**src/rtl/cmd_initiator_if.sv**
```systemverilog
// Signal bundle for cmd_initiator: command input, 8-bit command stream out,
// 32-bit tkeep/tlast response stream in, and the per-transaction response summary.
interface cmd_initiator_if;
    logic        cmd_valid;
    logic        cmd_ready;
    logic [63:0] cmd_data;

    logic        m_tvalid;
    logic        m_tready;
    logic [7:0]  m_tdata;

    logic        s_tvalid;
    logic        s_tready;
    logic [31:0] s_tdata;
    logic [3:0]  s_tkeep;
    logic        s_tlast;

    logic        word_valid;
    logic [31:0] word_data;
    logic        rsp_valid;
    logic [31:0] rsp_first;
    logic [15:0] rsp_bytes;
    logic        rsp_timeout;
    logic        busy;

    modport master (
        input  cmd_valid, cmd_data, m_tready,
        input  s_tvalid, s_tdata, s_tkeep, s_tlast,
        output cmd_ready, m_tvalid, m_tdata, s_tready,
        output word_valid, word_data, rsp_valid, rsp_first, rsp_bytes, rsp_timeout, busy
    );

    modport slave (
        output cmd_valid, cmd_data, m_tready,
        output s_tvalid, s_tdata, s_tkeep, s_tlast,
        input  cmd_ready, m_tvalid, m_tdata, s_tready,
        input  word_valid, word_data, rsp_valid, rsp_first, rsp_bytes, rsp_timeout, busy
    );
endinterface

```
**src/rtl/cmd_initiator.sv**
```systemverilog
// Host-side command initiator: serialises a 64-bit command LSB-byte-first onto an
// 8-bit stream, then collects the framed 32-bit response with an idle timeout.
module cmd_initiator #(
    parameter int unsigned TIMEOUT_CYCLES = 65535
) (
    input  logic            clk,
    input  logic            rst,
    cmd_initiator_if.master bus
);
    localparam int unsigned      CNT_W           = 20;
    localparam logic [CNT_W-1:0] IDLE_LAST       = CNT_W'(TIMEOUT_CYCLES - 1);
    localparam logic [7:0]       LAST_RSP_OPCODE = 8'd5;

    typedef enum logic [1:0] {
        IDLE,
        SEND,
        RESP,
        DONE
    } state_t;

    state_t state_q, state_d;

    logic [63:0]      cmd_q;
    logic [2:0]       idx_q;
    logic [CNT_W-1:0] idle_cnt_q;
    logic             first_seen_q;
    logic             word_valid_q;
    logic [31:0]      word_data_q;
    logic [31:0]      rsp_first_q;
    logic [15:0]      rsp_bytes_q;
    logic             rsp_timeout_q;

    logic cmd_fire;
    logic byte_fire;
    logic beat_fire;
    logic tmo_hit;

    // Keep is contiguous from bit 0, but a plain popcount is cheap and tolerates anything.
    function automatic logic [2:0] keep_bytes(input logic [3:0] keep);
        keep_bytes = 3'(keep[0]) + 3'(keep[1]) + 3'(keep[2]) + 3'(keep[3]);
    endfunction

    function automatic logic [15:0] sat_add16(input logic [15:0] acc, input logic [2:0] inc);
        logic [16:0] sum;
        sum       = {1'b0, acc} + 17'(inc);
        sat_add16 = sum[16] ? 16'hFFFF : sum[15:0];
    endfunction

    always_ff @(posedge clk or posedge rst) begin
        if (rst) begin
            state_q <= IDLE;
        end else begin
            state_q <= state_d;
        end
    end

    always_comb begin
        state_d       = state_q;
        bus.cmd_ready = 1'b0;
        bus.m_tvalid  = 1'b0;
        bus.m_tdata   = 8'h00;
        bus.s_tready  = 1'b0;
        bus.rsp_valid = 1'b0;
        bus.busy      = 1'b1;
        cmd_fire      = 1'b0;
        byte_fire     = 1'b0;
        beat_fire     = 1'b0;
        tmo_hit       = 1'b0;

        case (state_q)
            IDLE: begin
                bus.busy      = 1'b0;
                bus.cmd_ready = !rst;
                if (bus.cmd_valid && !rst) begin
                    cmd_fire = 1'b1;
                    state_d  = SEND;
                end
            end
            SEND: begin
                bus.m_tvalid = 1'b1;
                bus.m_tdata  = cmd_q[{idx_q, 3'b000} +: 8];
                if (bus.m_tready) begin
                    byte_fire = 1'b1;
                    if (idx_q == 3'd7) begin
                        // Opcodes above 5 have no reply, so skip straight to completion.
                        state_d = (cmd_q[7:0] <= LAST_RSP_OPCODE) ? RESP : DONE;
                    end
                end
            end
            RESP: begin
                bus.s_tready = 1'b1;
                if (bus.s_tvalid) begin
                    beat_fire = 1'b1;
                    if (bus.s_tlast) begin
                        state_d = DONE;
                    end
                end else if (idle_cnt_q == IDLE_LAST) begin
                    tmo_hit = 1'b1;
                    state_d = DONE;
                end
            end
            DONE: begin
                bus.rsp_valid = 1'b1;
                state_d       = IDLE;
            end
            default: begin
                state_d = IDLE;
            end
        endcase
    end

    always_ff @(posedge clk or posedge rst) begin
        if (rst) begin
            cmd_q         <= '0;
            idx_q         <= '0;
            idle_cnt_q    <= '0;
            first_seen_q  <= 1'b0;
            word_valid_q  <= 1'b0;
            word_data_q   <= '0;
            rsp_first_q   <= '0;
            rsp_bytes_q   <= '0;
            rsp_timeout_q <= 1'b0;
        end else begin
            word_valid_q <= 1'b0;

            if (cmd_fire) begin
                cmd_q         <= bus.cmd_data;
                idx_q         <= '0;
                first_seen_q  <= 1'b0;
                rsp_first_q   <= '0;
                rsp_bytes_q   <= '0;
                rsp_timeout_q <= 1'b0;
            end

            if (byte_fire) begin
                idx_q <= idx_q + 3'd1;
            end

            // Idle counter runs only in RESP and restarts on every accepted beat.
            if (cmd_fire) begin
                idle_cnt_q <= '0;
            end else if (state_q == RESP) begin
                if (beat_fire) begin
                    idle_cnt_q <= '0;
                end else begin
                    idle_cnt_q <= idle_cnt_q + CNT_W'(1);
                end
            end

            if (beat_fire) begin
                rsp_bytes_q <= sat_add16(rsp_bytes_q, keep_bytes(bus.s_tkeep));
                if (bus.s_tkeep != 4'b0000) begin
                    word_valid_q <= 1'b1;
                    word_data_q  <= bus.s_tdata;
                    if (!first_seen_q) begin
                        rsp_first_q  <= bus.s_tdata;
                        first_seen_q <= 1'b1;
                    end
                end
            end

            if (tmo_hit) begin
                rsp_timeout_q <= 1'b1;
            end
        end
    end

    assign bus.word_valid  = word_valid_q;
    assign bus.word_data   = word_data_q;
    assign bus.rsp_first   = rsp_first_q;
    assign bus.rsp_bytes   = rsp_bytes_q;
    assign bus.rsp_timeout = rsp_timeout_q;

endmodule
```
**src/flat_wrapper.sv**
```systemverilog
// flat-port wrapper written by rule: the top's interface ports become plain ports
module cmd_initiator_flat 
#(
    parameter int unsigned TIMEOUT_CYCLES = 65535
)
  (clk, rst, bus_cmd_valid, bus_cmd_data, bus_m_tready, bus_s_tvalid, bus_s_tdata, bus_s_tkeep, bus_s_tlast, bus_cmd_ready, bus_m_tvalid, bus_m_tdata, bus_s_tready, bus_word_valid, bus_word_data, bus_rsp_valid, bus_rsp_first, bus_rsp_bytes, bus_rsp_timeout, bus_busy);
  cmd_initiator_if bus_i ();
  input  logic clk;
  input  logic rst;
  input wire logic [$bits(bus_i.cmd_valid)-1:0] bus_cmd_valid;
  input wire logic [$bits(bus_i.cmd_data)-1:0] bus_cmd_data;
  input wire logic [$bits(bus_i.m_tready)-1:0] bus_m_tready;
  input wire logic [$bits(bus_i.s_tvalid)-1:0] bus_s_tvalid;
  input wire logic [$bits(bus_i.s_tdata)-1:0] bus_s_tdata;
  input wire logic [$bits(bus_i.s_tkeep)-1:0] bus_s_tkeep;
  input wire logic [$bits(bus_i.s_tlast)-1:0] bus_s_tlast;
  output wire logic [$bits(bus_i.cmd_ready)-1:0] bus_cmd_ready;
  output wire logic [$bits(bus_i.m_tvalid)-1:0] bus_m_tvalid;
  output wire logic [$bits(bus_i.m_tdata)-1:0] bus_m_tdata;
  output wire logic [$bits(bus_i.s_tready)-1:0] bus_s_tready;
  output wire logic [$bits(bus_i.word_valid)-1:0] bus_word_valid;
  output wire logic [$bits(bus_i.word_data)-1:0] bus_word_data;
  output wire logic [$bits(bus_i.rsp_valid)-1:0] bus_rsp_valid;
  output wire logic [$bits(bus_i.rsp_first)-1:0] bus_rsp_first;
  output wire logic [$bits(bus_i.rsp_bytes)-1:0] bus_rsp_bytes;
  output wire logic [$bits(bus_i.rsp_timeout)-1:0] bus_rsp_timeout;
  output wire logic [$bits(bus_i.busy)-1:0] bus_busy;
  assign bus_i.cmd_valid = bus_cmd_valid;
  assign bus_i.cmd_data = bus_cmd_data;
  assign bus_i.m_tready = bus_m_tready;
  assign bus_i.s_tvalid = bus_s_tvalid;
  assign bus_i.s_tdata = bus_s_tdata;
  assign bus_i.s_tkeep = bus_s_tkeep;
  assign bus_i.s_tlast = bus_s_tlast;
  assign bus_cmd_ready = bus_i.cmd_ready;
  assign bus_m_tvalid = bus_i.m_tvalid;
  assign bus_m_tdata = bus_i.m_tdata;
  assign bus_s_tready = bus_i.s_tready;
  assign bus_word_valid = bus_i.word_valid;
  assign bus_word_data = bus_i.word_data;
  assign bus_rsp_valid = bus_i.rsp_valid;
  assign bus_rsp_first = bus_i.rsp_first;
  assign bus_rsp_bytes = bus_i.rsp_bytes;
  assign bus_rsp_timeout = bus_i.rsp_timeout;
  assign bus_busy = bus_i.busy;
  cmd_initiator #(.TIMEOUT_CYCLES(TIMEOUT_CYCLES)) u_core (.clk(clk), .rst(rst), .bus(bus_i));
endmodule
```
**config.mk**
```make
export PLATFORM = sky130hd
export DESIGN_NAME = cmd_initiator_flat
export DESIGN_NICKNAME = d
export VERILOG_FILES = /design/src/rtl/cmd_initiator_if.sv /design/src/rtl/cmd_initiator.sv /design/src/flat_wrapper.sv
export SDC_FILE = /design/constraint.sdc
export NUM_CORES = 1
export LEC_CHECK = 0
export ABC_CLOCK_PERIOD_IN_PS = 7200
export BUFFER_PORTS_ARGS = -buffer_cell sky130_fd_sc_hd__buf_2
export CAP_MARGIN = 20
export CORE_MARGIN = 5
export CORE_UTILIZATION = 30
export CTS_CLUSTER_DIAMETER = 150
export DETAILED_ROUTE_END_ITERATION = 8
export GPL_TIMING_DRIVEN = 0
export SETUP_SLACK_MARGIN = 0.1
export SLEW_MARGIN = 25
export SYNTH_ARGS = -nofsm -noshare
export SYNTH_HDL_FRONTEND = slang
export SYNTH_SLANG_ARGS = --single-unit
```
**constraint.sdc**
```tcl
create_clock -name clk -period 7.2 [get_ports clk]
set_input_delay 0.72 -clock clk [delete_from_list [all_inputs] [get_ports clk]]
set_output_delay 0.72 -clock clk [all_outputs]
set_load 0.1 [all_outputs]
```
After elaboration in Yosys (flattened, before gate mapping)

Index checks and enable logic that the tools add are counted.

Word-level logic and storage cells: 81
Bits in registers: 172
Bits of input ports: 106
Output and inout port bits: 95

Reductions and logical operators: 10
Add/subtract/negate cells: 6
Shift-type cells: 1
$lt $le $gt $ge: 1
Equality and inequality tests: 10
Mux-type cells: 43

Operators by type and width:

| cell                  | count |
|---|---|
| $mux 32               | 4 |
| $shiftx 64x7->8       | 1 |
| $mux 20               | 3 |
| $mux 16               | 3 |
| $mux 1                | 23 |
| $add 20x1->20 const B | 1 |
| $eq 20x16->1 const B  | 1 |
| $add 16x3->17         | 1 |
| $mux 2                | 6 |
| $le 8x3->1 const B    | 1 |
| $mux 8                | 1 |
| $pmux 2 s4            | 1 |
| $reduce_bool 2->1     | 4 |
| $add 3x1->3           | 2 |
| $mux 3                | 2 |
| $reduce_and 5->1      | 1 |
| $eq 2x2->1 const B    | 2 |
| $ne 2x1->1 const B    | 2 |
| $reduce_bool 4->1     | 1 |
| $add 3x1->3 const B   | 1 |
| $eq 3x3->1 const B    | 1 |
| $ne 3x2->1 const B    | 1 |
| $ne 3x3->1 const B    | 1 |
| $add 1x1->2           | 1 |
| 6 further kinds       | 6 |

Longest topological paths before layout

Gate-level depths: netlist of run 1.

Depth in word-level cells: 8
Gate-level depth with buffers: 12
Depth with buffers taken out: 12

Least setup slack after synthesis of run 1

Ideal clock, no wire load.

Path type: flip-flop to output port
Start point: register u_core.state_q[1]
End point: output port bus_m_tdata[0]
Path buffers: 1
Data arrival time: 2.988 ns
Data required time: 6.480 ns
Cell stages (with the launch flop): 5
Path slack: 3.492 ns
Cells stage by stage: dfrtp_1 -> inv_1 -> ha_1 -> clkbuf_1 -> nor2b_1

Cells in the longest elaborated chain, start to end: 2

RTL lines:

| item                     | line                | RTL |
|---|---|---|
| start: declaration       | cmd_initiator.sv:21 | `state_t state_q, state_d;` |
| start signal: assignment | cmd_initiator.sv:53 | `state_q <= state_d;` |
| $eq 2x1->1               | cmd_initiator.sv:70 | `case (state_q)` |
| $mux 8                   | cmd_initiator.sv:70 |  |
| end: declaration         | flat_wrapper.sv:19  | `output wire logic [$bits(bus_i.m_tdata)-1:0] bus_m_tdata;` |

No other way between the ends.

Worst setup path in the final report of run 1

Start point: register u_core.idx_q[1]
End point: output port bus_m_tdata[7]

Cells in the longest elaborated chain, start to end: 2

RTL lines:

| item                     | line                 | RTL |
|---|---|---|
| start: declaration       | cmd_initiator.sv:24  | `logic [2:0] idx_q;` |
| start signal: assignment | cmd_initiator.sv:136 | `idx_q <= idx_q + 3'd1;` |
| $shiftx 64x7->8          | cmd_initiator.sv:81  | `bus.m_tdata = cmd_q[{idx_q, 3'b000} +: 8];` |
| $mux 8                   | cmd_initiator.sv:70  |  |

No other way between the ends.

==> out/results.txt, run 1 <==
Port Buffer Count - 200
Arrival @ worst endpoint - 2.69 ns
Avg Cell Area, Syn - 9.80 sq um
Post-synth EDFFs - 0
initial drt markers - 425
Max Cap Viol - 0
RR Endpoint - u_core.cmd_q[21]$_DFFE_PP0P_
outcome - finished clean
Num Clock Sinks - 172
fmax - 0.294 GHz
vias in the first global route - 6939
H-tree Lvls - 4
die area - 30700 sq um
WS Path Type - flip-flop to output pin
GR Util met1 - 22.0%
proportion of layout cells with a drive suffix above 1 - 28.8%
core region area - 26900 sq um
Routed WL per cell - 17.2 um
busiest grt layer - met2
setup bufs post-CTS - 0
largest net degree at the start of global routing - 69
instance count of the mapped netlist - 835
critical path data required time - 6.48 ns
Clock Root Buffer - clkbuf_16
worst slew pin tran - 0.792 ns
Worst setup SP type - flip-flop
mapped cell area - 8180 sq um
area post-placement - 9670 sq um
number of antenna violations at the first check in global routing - 3
chip width - 175 um
flops & latches, synth - 172
Setup crit end - bus_m_tdata[7]
CTS Hold Buffers Added - 0
PD cells - 509 nW/um^2
worst vdd rail ir drop - 0.000382 V
total wire length - 24300 um
Async S/R FF share, synth - 100%
r2r startpoint - u_core.state_q[0]$_DFFE_PP0P_
total power - 5220 uW
met3 Track Usage GR - 2.99%
Worst-path clk slew - 0.07 ns
Synth area leaders - dfrtp_1 (53%), nand2_1 (13%), mux2_2 (4.4%)
Yosys top cell by area - dfrtp_1
gr ovfl total - 0
cts bufs inserted - 17
fin area - 10300 sq um
GP Congestion - 0.878
Ys Warns - 0
FF-to-FF setup slack - 4.49 ns
via count - 6908
Layout Nets - 1178
Critical Path Start - u_core.idx_q[1]$_DFFE_PP0P_
post-synth cell types - 57
# DRC - 0
max_slew headroom - 47.2%
Initial Util - 30.4%
CP Capture Type - output pin
first-pass GRT wire length - 38900 um
Worst Path Max Fanout - 10
skew final - 0.0135 ns
final slew viol count - 0
Hold/Removal Path Class - input pin to asynchronous set/reset pin
RSZ-0062 raised after global routing - false
final period utilization - 47.3%
drt via density - 4.89
Fin. Hold Viols - 0
Cell Rows - 60
clk buf depth - 2
Skew-Pair Late Insertion Delay - 0.43 ns
Final HPWL DP - 18400 um
Die Y - 175 um
TritonCTS clock tree - yes
R2R cell count - 8
First-pass DRT Iterations - 5
# IOs - 201
min Tclk post-route - 3.41 ns
post-synthesis sequential area ratio - 52.6%
Final setup viols - 0
syn nets - 957
ANT nets after route - 0
Leak Pwr - 0.00505 uW
dominant synthesized flop cell - dfrtp_1
P&R area growth vs syn - 25.3%
Tot GR Track Use - 15.9%
# resized after CTS - 0
met2 Track Usage GR - 25.3%
Synth top area share - 52.6%
worst min path at each step:
stage / startpoint / cells after the start / end / slack [ns]
after floorplan: u_core.cmd_q[16]$_DFFE_PP0P_ / 2 / u_core.cmd_q[16]$_DFFE_PP0P_ / 0.44
after global placement: u_core.cmd_q[37]$_DFFE_PP0P_ / 2 / u_core.cmd_q[37]$_DFFE_PP0P_ / 0.45
after detailed placement: u_core.cmd_q[27]$_DFFE_PP0P_ / 2 / u_core.cmd_q[27]$_DFFE_PP0P_ / 0.46
after CTS: rst / 2 / u_core.bus.rsp_bytes[3]$_DFFE_PP0P_ / 0.32
after global routing: rst / 2 / u_core.bus.rsp_bytes[3]$_DFFE_PP0P_ / 0.34
final: rst / 2 / u_core.bus.rsp_bytes[3]$_DFFE_PP0P_ / 0.32
sequential cells by signal, indices dropped and copies added, names as in the netlist:
signal / count
u_core.idle_cnt_q: 20
u_core.bus.rsp_first: 32
u_core.first_seen_q: 1
u_core.idx_q: 3
u_core.cmd_q: 64
u_core.bus.rsp_bytes: 16
u_core.bus.rsp_timeout: 1
u_core.bus.word_valid: 1
u_core.state_q: 2
u_core.bus.word_data: 32
metrics by stage:
stage          TNS [ns]  hold WS, ns  utilization, %  std cells  setup WS [ns]
2_1_floorplan         0        0.440               -        835           1.82
3_3_place_gp     -92.07        0.454            35.8       1376         -0.549
3_5_place_dp          0        0.457            36.0       1378           3.70
4_1_cts               0        0.322            38.1       1410           3.82
5_1_grt               0        0.335            38.1       1413           3.67
6_report              0        0.318            38.1       1413           3.79
cell usage in the layout (no fill, tap or decap), types with 5 or more instances in the layout:
cell type	count
and2_1	5
and3_1	7
a21oi_1	31
nand3_1	14
ha_1	14
buf_1	9
inv_6	6
mux2i_1	11
o21ai_0	54
dfrtp_1	172
nand4_1	8
nor2b_1	13
or4_1	5
mux4_2	16
nor2_1	14
a211oi_1	12
clkbuf_1	25
nand2_1	286
a31oi_1	12
inv_1	20
mux2_2	32
buf_2	213
clkbuf_16	17
worst max-delay path: stages (launching register included):
cell	delay, ns
dfrtp_1	0.36
buf_2	0.26
buf_1	0.54
mux4_2	0.34
mux2i_1	0.08
nor2b_1	0.21
buf_2	0.46
routing by layer:
layer  wire length (um)  share of wire (%)
met5                  0                  0
met4                493                2.0
met3               1150                4.7
met2              11700                 48
met1              10900                 45
power breakdown:
part | internal, uW | leakage (uW) | switching [uW]
Combinational | 609 | 0.00258 | 2170
Clock | 462 | 0.000274 | 434
Sequential | 1330 | 0.00219 | 216
Total | 2400 | 0.00505 | 2820
cell type report:
cell class,instances,area (sq um)
Antenna cell,3,7.51
Inverter,21,86.3
Tap cell,341,427
Clock inverter,14,143
Timing Repair Buffer,202,1060
Fill cell,2759,16600
Multi-Input combinational cell,594,3580
Buffer,48,215
Clock buffer,18,429
Sequential cell,172,4300
cells by family after synthesis:
| group | after synthesis | share of synthesized area (%) |
|---|---|---|
| AND/OR/NAND/NOR | 387 | 21.2 |
| multiplexers | 60 | 10.3 |
| AO/OA/AOI/OAI | 130 | 9.56 |
| flip-flops | 172 | 52.6 |
| XOR/XNOR | 1 | 0.107 |
| buffers and inverters | 69 | 3.59 |
| adder cells (fa/ha/maj) | 16 | 2.63 |
synth_stat cells, types with 4 or more instances:
master    number
a211oi_1      12
a21oi_1       31
a31oi_1       12
and2_1         5
and3_1         7
and4_1         4
buf_1          9
buf_2         13
clkbuf_1      24
dfrtp_1      172
ha_1          14
inv_1         21
mux2_2        32
mux2i_1       11
mux4_2        16
nand2_1      286
nand3_1       14
nand4_1        8
nor2_1        14
nor2b_1       13
nor3_1         4
o21ai_0       54
or3_1          4
or4_1          5
(Power assumes the default switching activity.)
==> inputs of run 2 (changes only) <==
--- a/config.mk
+++ b/config.mk
@@ -5,7 +5,8 @@
 export SDC_FILE = /design/constraint.sdc
 export NUM_CORES = 1
 export LEC_CHECK = 0
-export ABC_CLOCK_PERIOD_IN_PS = 7200
+export ABC_AREA = 1
+export ABC_CLOCK_PERIOD_IN_PS = 3500
 export BUFFER_PORTS_ARGS = -buffer_cell sky130_fd_sc_hd__buf_2
 export CAP_MARGIN = 20
 export CORE_MARGIN = 5
==> constraint.sdc (replaced) <==
create_clock -name clk -period 3.5 [get_ports clk]
set_input_delay 0.35 -clock clk [delete_from_list [all_inputs] [get_ports clk]]
set_output_delay 0.35 -clock clk [all_outputs]
set_load 0.1 [all_outputs]
==> out/results.txt, run 2 <==
proportion of layout cells with a drive suffix above 1 - 22.3%
WP depth - 7
largest net degree at the start of global routing - 98
ANT cells - 0
initial drt markers - 510
Routed WL per cell - 14.4 um
first-pass GRT wire length - 39400 um
Placed Cells - 1674
First-pass DRT Iterations - 5
chip width - 178 um
CP max stage cell - dfrtp_1
dominant synthesized flop cell - dfrtp_1
CP Capture Type - output pin
mapped cell area - 8430 sq um
Worst Path Max Fanout - 10
Synth Area in Compound Gates - 9.23%
post-synthesis sequential area ratio - 51.0%
CTS Hold Buffers Added - 0
final period utilization - 81.2%
mux cell area share after synthesis - 0%
Non-Filler Instances - 1706
Max Cap Viol - 0
total power - 11100 uW
cell with the most instances after synthesis - nand2_1
Fin. Hold Viols - 0
Post-synth EDFFs - 0
worst slew pin tran - 0.590 ns
Initial Util - 30.4%
TritonCTS clock tree - yes
ANT nets after route - 0
worst vdd rail ir drop - 0.000759 V
Final setup viols - 0
clk buf depth - 2
delay-heaviest family, CP - buffers and inverters
Synth top area share - 51.0%
cts bufs inserted - 17
Final WS setup - 0.658 ns
r2r startpoint - u_core.state_q[0]$_DFFE_PP0P_
Worst-path clk slew - 0.07 ns
post-synth cell types - 35
Synth area leaders - dfrtp_1 (51%), nand2_1 (18%), nor2_1 (4.4%)
xor and xnor area share after synthesis - 0.519%
Critical Path Start - u_core.idx_q[0]$_DFFE_PP0P_
GP Congestion - 0.869
PD cells - 1050 nW/um^2
CP bufs+invs - 3
Skew-Pair Late Insertion Delay - 0.43 ns
hold slack - 0.000425 ns
Cell Rows - 61
fraction of the mapped netlist area in adder cells - 2.55%
WS Path Type - flip-flop to output pin
total wire length - 24600 um
Leak Pwr - 0.00577 uW
die area - 31600 sq um
max reg flops - 64
R2R cell count - 8
Avg Cell Area, Syn - 7.70 sq um
# resized after CTS - 0
leading cell types in the layout, fill and taps excluded - nand2_1 (399), buf_2 (220), dfrtp_1 (172)
Top reg by flops - u_core.cmd_q
Setup crit end - bus_m_tdata[4]
Die Y - 178 um
P&R area growth vs syn - 26.0%
FF-to-FF setup slack - 1.49 ns
core region area - 27800 sq um
Ys Warns - 0
max_slew headroom - 60.7%
Hold/Removal Path Class - input pin to asynchronous set/reset pin
# DRC - 0
Async S/R FF share, synth - 100%
syn nets - 1217
Final HPWL DP - 18400 um
RSZ-0062 raised after global routing - false
most common library cell in the layout ignoring fill and taps - nand2_1
area share of and/or/nand/nor cells after synthesis - 29.1%
RR Endpoint - u_core.bus.word_data[4]$_DFFE_PP0P_
gr ovfl total - 0
Num Clock Sinks - 172
number of antenna violations at the first check in global routing - 0
min Tclk post-route - 2.84 ns
fmax - 0.352 GHz
final slew viol count - 0
main combinational cell family by area after synthesis - simple AND/OR/NAND/NOR gates
H-tree Lvls - 4
Worst path max stage delay - 0.47 ns
dpl ws - 0.639 ns
skew final - 0.0167 ns
CP Cell Sequence - inv_2, clkbuf_1, o21ai_1, nand3_1, nand2_1, a31oi_2, buf_2
critical path data required time - 3.15 ns
Setup TNS - 0 ns
Arrival @ worst endpoint - 2.49 ns
outcome - finished clean
drt via density - 4.48
setup bufs post-CTS - 0
# IOs - 201
Worst setup SP type - flip-flop
Tot GR Track Use - 15.5%
Yosys top cell by area - dfrtp_1
flops & latches, synth - 172
Clock Root Buffer - clkbuf_16
instance count of the mapped netlist - 1095
vias in the first global route - 7675
Port Buffer Count - 200
via count - 7651
Layout Nets - 1437
most frequent cells after synthesis - nand2_1 (399), dfrtp_1 (172), nor2_1 (99)
## run 2: report_power, final
part / internal, uW / switching, uW
Clock: 1120 / 914
Combinational: 1090 / 4780
Sequential: 2740 / 480
Total: 4960 / 6170
## run 2: cells by family (layout without fill, tap and decap cells)
family / Yosys count / count (layout)
AND/OR/NAND/NOR: 599 / 599
flip-flops: 172 / 172
buffers and inverters: 155 / 388
AO/OA/AOI/OAI: 148 / 148
adder cells (fa/ha/maj): 16 / 16
XOR/XNOR: 5 / 5
## run 2: area by class of cell
class | count | area, sq um
clock inverter | 14 | 193
multi-input combinational | 768 | 3540
timing repair buffer | 201 | 1030
inverter | 108 | 415
tap | 378 | 473
fill | 2970 | 17200
sequential | 172 | 4300
clock buffer | 18 | 439
buffer | 47 | 228
## run 2: metal layers
layer	vias to the layer above	global-route usage (%)	wire length [um]
li1	3869	-	-
met1	3599	21.4	11600
met2	163	25.5	11700
met3	20	2.58	950
met4	0	3.87	354
met5	-	0	0
## run 2: per-stage QoR
step	area [sq um]	util, %
floorplan	8480	-
global placement	9960	35.8
detailed placement	9990	36.0
CTS	10600	38.2
global route	10600	38.2
finish	10600	38.2
## run 2: worst min path at each step
stage	start	to	depth (start not counted)
floorplan	u_core.cmd_q[10]$_DFFE_PP0P_	u_core.cmd_q[10]$_DFFE_PP0P_	2
global placement	u_core.cmd_q[25]$_DFFE_PP0P_	u_core.cmd_q[25]$_DFFE_PP0P_	2
detailed placement	u_core.cmd_q[25]$_DFFE_PP0P_	u_core.cmd_q[25]$_DFFE_PP0P_	2
CTS	rst	u_core.bus.rsp_bytes[12]$_DFFE_PP0P_	2
global route	rst	u_core.bus.rsp_bytes[12]$_DFFE_PP0P_	2
finish	rst	u_core.bus.rsp_bytes[1]$_DFFE_PP0P_	2
## run 2: worst register-to-register path: cells and delay by family (launching register included)
kind,cells,cell delay (ns)
AOI/OAI and AO/OA,1,0.11
adders and majority gates,1,0.23
buffers and inverters,3,0.67
DFF,1,0.42
and+or+nand+nor,3,0.49
==> inputs of run 3 (changes only) <==
--- a/config.mk
+++ b/config.mk
@@ -5,8 +5,8 @@
 export SDC_FILE = /design/constraint.sdc
 export NUM_CORES = 1
 export LEC_CHECK = 0
-export ABC_AREA = 1
-export ABC_CLOCK_PERIOD_IN_PS = 3500
+export ABC_AREA = 0
+export ABC_CLOCK_PERIOD_IN_PS = 3000
 export BUFFER_PORTS_ARGS = -buffer_cell sky130_fd_sc_hd__buf_2
 export CAP_MARGIN = 20
 export CORE_MARGIN = 5
==> constraint.sdc (replaced) <==
create_clock -name clk -period 3 [get_ports clk]
set_input_delay 0.3 -clock clk [delete_from_list [all_inputs] [get_ports clk]]
set_output_delay 0.3 -clock clk [all_outputs]
set_load 0.1 [all_outputs]
==> out/results.txt, run 3 (synthesis gave the netlist of run 1 again) <==
Max Cap Viol - 0
CP bufs+invs - 3
RR Endpoint - u_core.cmd_q[33]$_DFFE_PP0P_
Hold/Removal Path Class - input pin to flip-flop
ANT nets after route - 0
Comb pwr share - 53.2%
Cell Rows - 60
Port Buffer Count - 200
number of antenna violations at the first check in global routing - 1
final period utilization - 90.7%
Leak Pwr - 0.00511 uW
Hold Path End - u_core.cmd_q[63]$_DFFE_PP0P_
Flop pwr share - 29.3%
Layout Nets - 1184
clock share of power - 17.5%
min Tclk post-route - 2.72 ns
Internal - 5860 uW
CP Cell Sequence - clkbuf_4, buf_4, mux4_2, mux2i_1, nor2b_2, buf_2
r2r startpoint - u_core.state_q[0]$_DFFE_PP0P_
Clock Root Buffer - clkbuf_16
chip width - 175 um
fin area - 10400 sq um
Initial Util - 30.4%
max reg flops - 64
total wire length - 24200 um
proportion of layout cells with a drive suffix above 1 - 30.0%
Tot GR Track Use - 15.9%
Switching Fraction - 53.5%
PD cells - 1210 nW/um^2
vias in the first global route - 6997
most common library cell in the layout ignoring fill and taps - nand2_1
Arrival @ worst endpoint - 2.42 ns
CP Capture Type - output pin
delay-heaviest family, CP - buffers and inverters
Num Clock Sinks - 172
Die Y - 175 um
Setup TNS - 0 ns
hold_sp - bus_cmd_data[63]
Skew-Pair Late Insertion Delay - 0.43 ns
critical path data required time - 2.70 ns
P_sw - 6740 uW
area post-placement - 9800 sq um
via count - 6957
initial drt markers - 529
outcome - finished clean
clk buf depth - 2
Fin. Hold Viols - 0
cts bufs inserted - 17
H-tree Lvls - 4
GP Congestion - 0.888
R2R cell count - 8
# IOs - 201
First-pass DRT Iterations - 5
Placed Cells - 1383
Routed WL per cell - 17.1 um
Final HPWL DP - 18400 um
worst vdd rail ir drop - 0.000966 V
gr ovfl total - 0
TritonCTS clock tree - yes
setup bufs post-CTS - 0
# fillers - 2745
worst slew pin tran - 0.705 ns
Worst path max stage delay - 0.55 ns
FF-to-FF setup slack - 0.39 ns
Final setup viols - 0
Worst Path Max Fanout - 10
Top reg by flops - u_core.cmd_q
RSZ-0062 raised after global routing - false
Hold Path Cell Cnt - 3
CP max stage cell - mux4_2
Non-Filler Instances - 1417
largest net degree at the start of global routing - 30
first-pass GRT wire length - 38800 um
skew final - 0.0124 ns
P&R area growth vs syn - 27.1%
final slew viol count - 0
max_slew headroom - 53.0%
Worst setup SP type - flip-flop
fmax - 0.368 GHz
die area - 30700 sq um
WS Path Type - flip-flop to output pin
# DRC - 0
core region area - 26900 sq um
drt via density - 4.91
Worst-path clk slew - 0.08 ns
leading cell types in the layout, fill and taps excluded - nand2_1 (286), buf_2 (212), dfrtp_1 (172)
-- run 3: worst max path at each step --
stage / start / end / slack (ns) / depth (start not counted)
2_1_floorplan: u_core.state_q[0]$_DFFE_PP0P_ / bus_cmd_ready / 0.17 / 4
3_3_place_gp: rst / u_core.bus.word_data[15]$_DFFE_PP0P_ / -0.76 / 2
3_5_place_dp: bus_s_tkeep[0] / u_core.bus.rsp_bytes[4]$_DFFE_PP0P_ / -0.07 / 13
4_1_cts: u_core.idx_q[0]$_DFFE_PP0P_ / bus_m_tdata[2] / 0.16 / 6
5_1_grt: u_core.idx_q[0]$_DFFE_PP0P_ / bus_m_tdata[4] / 0.14 / 6
6_report: u_core.idx_q[0]$_DFFE_PP0P_ / bus_m_tdata[2] / 0.28 / 6
-- run 3: layout make-up --
type | count | area (sq um) | share of cell area (%)
Inverter | 21 | 82.6 | 0.794
Buffer | 48 | 223 | 2.14
Clock buffer | 18 | 429 | 4.13
Tap cell | 341 | 427 | 4.10
Clock inverter | 14 | 156 | 1.50
Multi-Input combinational cell | 594 | 3600 | 34.7
Timing Repair Buffer | 208 | 1170 | 11.3
Sequential cell | 172 | 4300 | 41.4
Antenna cell | 1 | 2.50 | 0.0241
-- run 3: power by group through the flow --
stage | sequential (uW) | clock, uW | combinational (uW)
5_1_grt | 3820 | 2370 | 7080
6_report | 3700 | 2200 | 6700
4_1_cts | 3690 | 2260 | 6770
3_5_place_dp | 3730 | 0 | 6750
2_1_floorplan | 6540 | 0 | 2550
3_3_place_gp | 3700 | 0 | 6660
-- run 3: timing repair --
| item | 4_1_cts | 5_1_grt |
|---|---|---|
| endpoints found under the hold margin | 54 | 0 |
| pin swaps | 0 | 0 |
| endpoints found under the setup margin | 8 | 25 |
| hold buffers | 1 | 0 |
| gates resized for setup | 2 | 3 |
-- run 3: worst min-delay path: stages --
cell and delay [ns]:
buf_2 0.08, nand2_1 0.04, nand2_1 0.04
-- run 3: through the flow --
stage,setup slack [ns],util (%),total power (uW),hold slack (ns)
detailed placement,-0.0723,36.5,10500,0.420
global route,0.144,38.7,13300,0.0515
floorplan,0.168,-,9090,0.405
CTS,0.163,38.7,12700,0.0430
finish,0.279,38.7,12600,0.0601
global placement,-0.759,35.8,10400,0.453
-- run 3: routing by layer --
metal	share of wire [%]	global-route usage [%]	vias up
li1	-	-	3330
met1	45	22.3	3393
met2	49	25.7	208
met3	4.7	2.66	26
met4	1.4	3.90	0
met5	0	0	-
